<file path="src/rtl/oam_sprite_scanner_pkg.sv">
// Shared types for the mode-2 OAM search: per-line sprite list layout,
// scan constants and the scanner state encoding.
package oam_sprite_scanner_pkg;

  localparam int NUM_SPRITES          = 40;
  localparam int OAM_Y_OFFSET         = 16;
  localparam int MAX_SPRITES_PER_LINE = 10;

  typedef struct packed {
    logic [5:0] oam_index;
    logic [7:0] x_position;
    logic [3:0] row;
  } line_sprite_t;

  typedef line_sprite_t [0:MAX_SPRITES_PER_LINE-1] line_sprite_list_t;

  typedef enum logic [1:0] {
    ST_IDLE = 2'd0,
    ST_READ = 2'd1,
    ST_EVAL = 2'd2,
    ST_DONE = 2'd3
  } scan_state_t;

endpackage

</file>
<file path="src/rtl/oam_sprite_scanner_y_match.sv">
// Decides whether one OAM entry covers the current line and, if so, which
// row of the sprite lands on it.
module oam_y_match
  import oam_sprite_scanner_pkg::*;
(
  input  logic [7:0] ly,
  input  logic [7:0] oam_y,
  input  logic       sprite_size,
  output logic       hit,
  output logic [3:0] row
);

  logic [8:0] line_top;
  logic [8:0] d;
  logic [8:0] h;

  // 9-bit math so ly+16 never wraps; the >= test is the "no borrow" condition.
  always_comb begin
    line_top = {1'b0, ly} + 9'(OAM_Y_OFFSET);
    d        = line_top - {1'b0, oam_y};
    h        = sprite_size ? 9'd16 : 9'd8;
    hit      = (line_top >= {1'b0, oam_y}) && (d < h);
    row      = d[3:0];
  end

endmodule

</file>
<file path="src/rtl/oam_sprite_scanner.sv">
// Mode-2 OAM search: walks all 40 entries at 2 clocks each and keeps the
// first 10 that cover the latched line, readable by slot index.
module oam_sprite_scanner
  import oam_sprite_scanner_pkg::*;
(
  input  logic        clk,
  input  logic        reset_n,
  input  logic        start,
  input  logic [7:0]  ly,
  input  logic        sprite_size,
  output logic [5:0]  oam_addr,
  input  logic [7:0]  oam_y,
  input  logic [7:0]  oam_x,
  output logic        busy,
  output logic        done,
  output logic [3:0]  sprite_count,
  input  logic [3:0]  rd_idx,
  output logic [5:0]  rd_oam_index,
  output logic [7:0]  rd_x,
  output logic [3:0]  rd_row,
  output scan_state_t state_dbg
);

  scan_state_t       state;
  logic [7:0]        ly_q;
  logic              size_q;
  logic [5:0]        n;
  line_sprite_list_t list;
  logic              hit;
  logic [3:0]        row;
  line_sprite_t      rd_ent;

  oam_y_match u_y_match (
    .ly          (ly_q),
    .oam_y       (oam_y),
    .sprite_size (size_q),
    .hit         (hit),
    .row         (row)
  );

  // oam_addr is loaded on entry to READ so the RAM output is valid in EVAL.
  always_ff @(posedge clk) begin
    if (!reset_n) begin
      state        <= ST_IDLE;
      oam_addr     <= '0;
      busy         <= 1'b0;
      done         <= 1'b0;
      sprite_count <= '0;
      list         <= '0;
      n            <= '0;
      ly_q         <= '0;
      size_q       <= 1'b0;
    end else begin
      case (state)
        ST_IDLE: begin
          done <= 1'b0;
          if (start) begin
            ly_q         <= ly;
            size_q       <= sprite_size;
            sprite_count <= '0;
            list         <= '0;
            n            <= '0;
            oam_addr     <= '0;
            busy         <= 1'b1;
            state        <= ST_READ;
          end
        end
        ST_READ: state <= ST_EVAL;
        ST_EVAL: begin
          if (hit && (sprite_count < 4'(MAX_SPRITES_PER_LINE))) begin
            list[sprite_count] <= '{oam_index: n, x_position: oam_x, row: row};
            sprite_count       <= sprite_count + 4'd1;
          end
          if (n == 6'(NUM_SPRITES - 1)) begin
            busy  <= 1'b0;
            done  <= 1'b1;
            state <= ST_DONE;
          end else begin
            n        <= n + 6'd1;
            oam_addr <= n + 6'd1;
            state    <= ST_READ;
          end
        end
        ST_DONE: begin
          done  <= 1'b0;
          state <= ST_IDLE;
        end
        default: state <= ST_IDLE;
      endcase
    end
  end

  always_comb begin
    rd_ent = '0;
    if ((rd_idx < sprite_count) && (rd_idx < 4'(MAX_SPRITES_PER_LINE)))
      rd_ent = list[rd_idx];
  end

  assign rd_oam_index = rd_ent.oam_index;
  assign rd_x         = rd_ent.x_position;
  assign rd_row       = rd_ent.row;
  assign state_dbg    = state;

endmodule

</file>
<file path="config.mk">
export PLATFORM = sky130hd
export DESIGN_NAME = oam_sprite_scanner
export DESIGN_NICKNAME = d
export VERILOG_FILES = /design/src/rtl/oam_sprite_scanner_pkg.sv /design/src/rtl/oam_sprite_scanner_y_match.sv /design/src/rtl/oam_sprite_scanner.sv
export SDC_FILE = /design/constraint.sdc
export NUM_CORES = 1
export LEC_CHECK = 0
export BUFFER_PORTS_ARGS = -buffer_cell sky130_fd_sc_hd__buf_2
export CAP_MARGIN = 15
export CORE_MARGIN = 1
export CORE_UTILIZATION = 30
export CTS_CLUSTER_SIZE = 20
export DETAILED_ROUTE_END_ITERATION = 8
export SYNTH_ARGS = -nofsm -noshare
export SYNTH_HDL_FRONTEND = slang
export SYNTH_SLANG_ARGS = --single-unit
</file>
<file path="constraint.sdc">
create_clock -name clk -period 3.9 [get_ports clk]
set_input_delay 0.195 -clock clk [delete_from_list [all_inputs] [get_ports clk]]
set_output_delay 0.195 -clock clk [all_outputs]
set_load 0.02 [all_outputs]
</file>
==> key figures <==
Timing
  • Fin Setup TNS: 0 ps
  • Fin Hold WS: 30.3 ps
  • Max Clock Skew: 12.3 ps
  • Minimum clock period: 3710 ps
  • Final period util: roughly 95%
  • Final setup fails: 0
  • Measured slew at the worst slew-check pin: 988 ps
  • RSZ-0062 raised after global routing: false
  • Hold Vio Cnt, Final: 0
  • Slew margin rel.: between 30% and 40%
  • Pins over their slew limit: 0
  • F_max: 270 MHz

Routing
  • Vias post-DR: 6871
  • Top layer in use: met4
  • Routed wl met3: around 1700 microns
  • Post-route DRC: 0
  • Post-route ant nets: 0
  • WL met2: ~12000 microns
  • Routed length on met1: roughly 12000 microns
  • 1st-pass router iterations: 5
  • DR WL/cell: 20.2 microns
  • Via density: ~5.4
  • Iter 0 DRT Violations: 515
  • Final WL: 25900 microns

Synthesis
  • Post-synthesis mux area share: roughly 13%
  • Seq/Total Area, Yosys: between 40 and 50%
  • Post-synthesis cell count: approximately 810
  • Distinct cells, synth: 54
  • Count leader, synth: dfxtp_1
  • Synth Area in Adders: roughly 3%
  • Xor and xnor area share after synthesis: less than 1%
  • Largest cells by area after synthesis: dfxtp_1 (45%), a22o_1 (14%), mux4_2 (8.9%), mux2i_1 (4.1%), o2bb2ai_1 (3.5%)
  • Compound-Gate Fraction of Synth Area: 25.2%
  • FF+latch count, synth: approximately 200
  • Mapped Area: roughly 9100 sq um
  • Predominant post-synthesis flop cell: dfxtp_1
  • Async SR Flop Fraction: 0%
  • Warnings, synthesis: 0
  • Post-synth top area share: approximately 45%
  • Synth Net Count: roughly 870
  • Largest area contributor in the netlist: dfxtp_1
  • Synth top cells by count: dfxtp_1 (203), a22o_1 (144), nor2_1 (52), nand2_1 (50), mux2i_1 (37)
  • Mean Syn Cell Area: about 11 sq um
  • Post-synthesis simple-gate area fraction: between 8 and 9%
  • Main combinational cell family by area after synthesis: compound AO/OA/AOI/OAI gates
  • Number of synthesized flops with an enable pin: 0

Global routing
  • Total GRT Usage: ~16%
  • Number of global-route vias before repair: slightly below 7000
  • Grt ovf: 0
  • First-pass GRT wire length: 40100 microns
  • Largest net degree at the start of global routing: slightly below 50
  • Initial antenna violation count: 0

Setup path
  • CP Cell Sequence: inv_1 > ha_1 > fa_2 > nand2b_4 > nand2b_1 > a211oi_1 > nor2_1 > ha_1 > a21oi_2 > o2111ai_2 > a2111oi_4 > o211ai_2 > nor4_4 > buf_12 > buf_6 > a31oi_4 > buf_12 > a22o_1
  • CP Data Arrival Time: 4100 ps
  • Crit path kind: reg -> reg
  • Slowest CP cell: fa_2
  • Worst Path Required: between 4000 and 5000 ps
  • Element type at the critical path end: register
  • CP max stage delay: between 300 and 400 ps
  • Startpoint Class: register
  • Crit-path max FO: 6

Clocking
  • Htree depth: 1
  • Clock root cell: clkbuf_16
  • # clock sinks: ~200
  • Num CTS Buffers: 21
  • Worst-Skew Late Latency: about 500 ps
  • Maximum clock insertion buffer count: 3
  • Clk slew on worst S/H paths: 70 ps
  • CTS tree: built

Floorplanning
  • Die height: 176 microns
  • Initial Utilization: about 31%
  • Die width: around 180 microns
  • Core area: slightly below 30000 sq um
  • Die footprint: a little over 30000 sq um
  • Cell Rows: 63
  • Ports: 64

Power
  • Total power: about 4.6 mW
  • Switching power: between 1 and 1.5 mW
  • Seq pwr share: 45.8%
  • P_leak: slightly above 4 nW
  • PwrDens: approximately 430 nW/um^2
  • Gate power share: 12.6%
  • Part of the power in the clock network: a little over two fifths
  • Internal Power: about 3.4 mW
  • Switching portion of total power: a little over a quarter
  • VDD IR max: ~0.3 mV

Finish
  • Diodes inserted: 0
  • Final Core Density: between 30% and 40%
  • Layout cells sized above 1: a little over a fifth
  • Layout Nets: 936
  • Fill cells: between 2000 and 3000
  • FF/Latch Area: just over 4000 sq um
  • Area added between synthesis and finish: 18.1%
  • Multi-input gate area: 4650 sq um
  • Final std cells w/o fill: ~1300

Place
  • Placed Instances: between 1000 and 1500
  • GPL Wtd Cong: about 0.8
  • DPL Wire Length: 15600 microns
  • Port bufs: 63

Run
  • Max Cap Violations: 0

Hold path
  • Type of the tightest min-delay check: in -> reg

Run status
  • Status: complete, no violations
power by group through the flow:
stage	registers [mW]	clock network (mW)	logic, mW
2_1_floorplan	2.15	0	0.342
3_3_place_gp	2.15	0	0.492
3_5_place_dp	2.15	0	0.496
4_1_cts	2.10	1.93	0.517
5_1_grt	2.10	2.00	0.618
6_report	2.10	1.91	0.576
logic make-up (layout without fill, tap and decap cells):
group / Yosys count / count (layout)
AO/OA/AOI/OAI: 266 / 266
XOR/XNOR: 5 / 5
adder cells (fa/ha/maj): 21 / 21
buffers and inverters: 78 / 157
flip-flops: 203 / 203
multiplexers: 73 / 73
AND/OR/NAND/NOR: 166 / 166
cell type report:
cell class,instances,area share (%)
multi-input cells,531,43.2
clock buffers,24,5.18
well taps,390,4.54
clock inverters,7,0.651
flip-flops and latches,203,37.8
inverters,20,0.698
repair buffers,106,7.95
flip-flops by register name (all words and copies together) (netlist names):
signal / count
busy: 1
done: 1
list: 180
ly_q: 8
n: 6
size_q: 1
sprite_count: 4
state_dbg: 2
worst max-delay path, delay by kind of cell (launching register included):
family                   cells  cell delay (ps)
AO/OA/AOI/OAI                7             1190
adder cells (fa/ha/maj)      3              810
AND/OR/NAND/NOR              4              710
buffers and inverters        4              550
flip-flops                   1              330
per-layer routing:
layer	vias up	global-route usage (%)
li1	3240	-
met1	3410	23.9
met2	199	25.6
met3	22	2.80
met4	0	2.93
met5	-	0
path summary, 6_finish.rpt:
path	end	cells after the start	from	slack, ps
hold reg to reg	list[16]	1	list[16]	460
setup / recovery	list[101]	18	ly_q[0]	190
setup reg to reg	list[101]	18	ly_q[0]	190
hold / removal	list[22]	3	oam_x[0]	30
placed cells by master, fill, tap and decap left out, types with 20 or more instances in the layout:
cell / Yosys / layout
dfxtp_1: 203 / 203
a22o_1: 144 / 144
buf_2: 6 / 62
nor2_1: 52 / 52
nand2_1: 50 / 50
mux2i_1: 37 / 37
mux4_2: 36 / 36
o2bb2ai_1: 36 / 36
and2_1: 24 / 24
clkbuf_16: 0 / 22
inv_1: 20 / 20
ha_1: 20 / 20
per-stage QoR:
step | instance area (sq um) | setup slack (ps)
after floorplan | 9110 | 292
after CTS | 10500 | 2.08
after global routing | 10800 | 1.30
final | 10800 | 191
after global placement | 9780 | 127
after detailed placement | 9780 | -1.92
timing repair:
| item | CTS | global route |
|---|---|---|
| endpoints found under the hold margin | 9 | 0 |
| cloned | 0 | 1 |
| hold buffers | 9 | 0 |
| buffers inserted | 2 | 10 |
| pin swaps | 2 | 9 |
| setup endpoints to repair | 4 | 180 |
| resized for setup | 0 | 13 |
(Power assumes the default switching activity.)
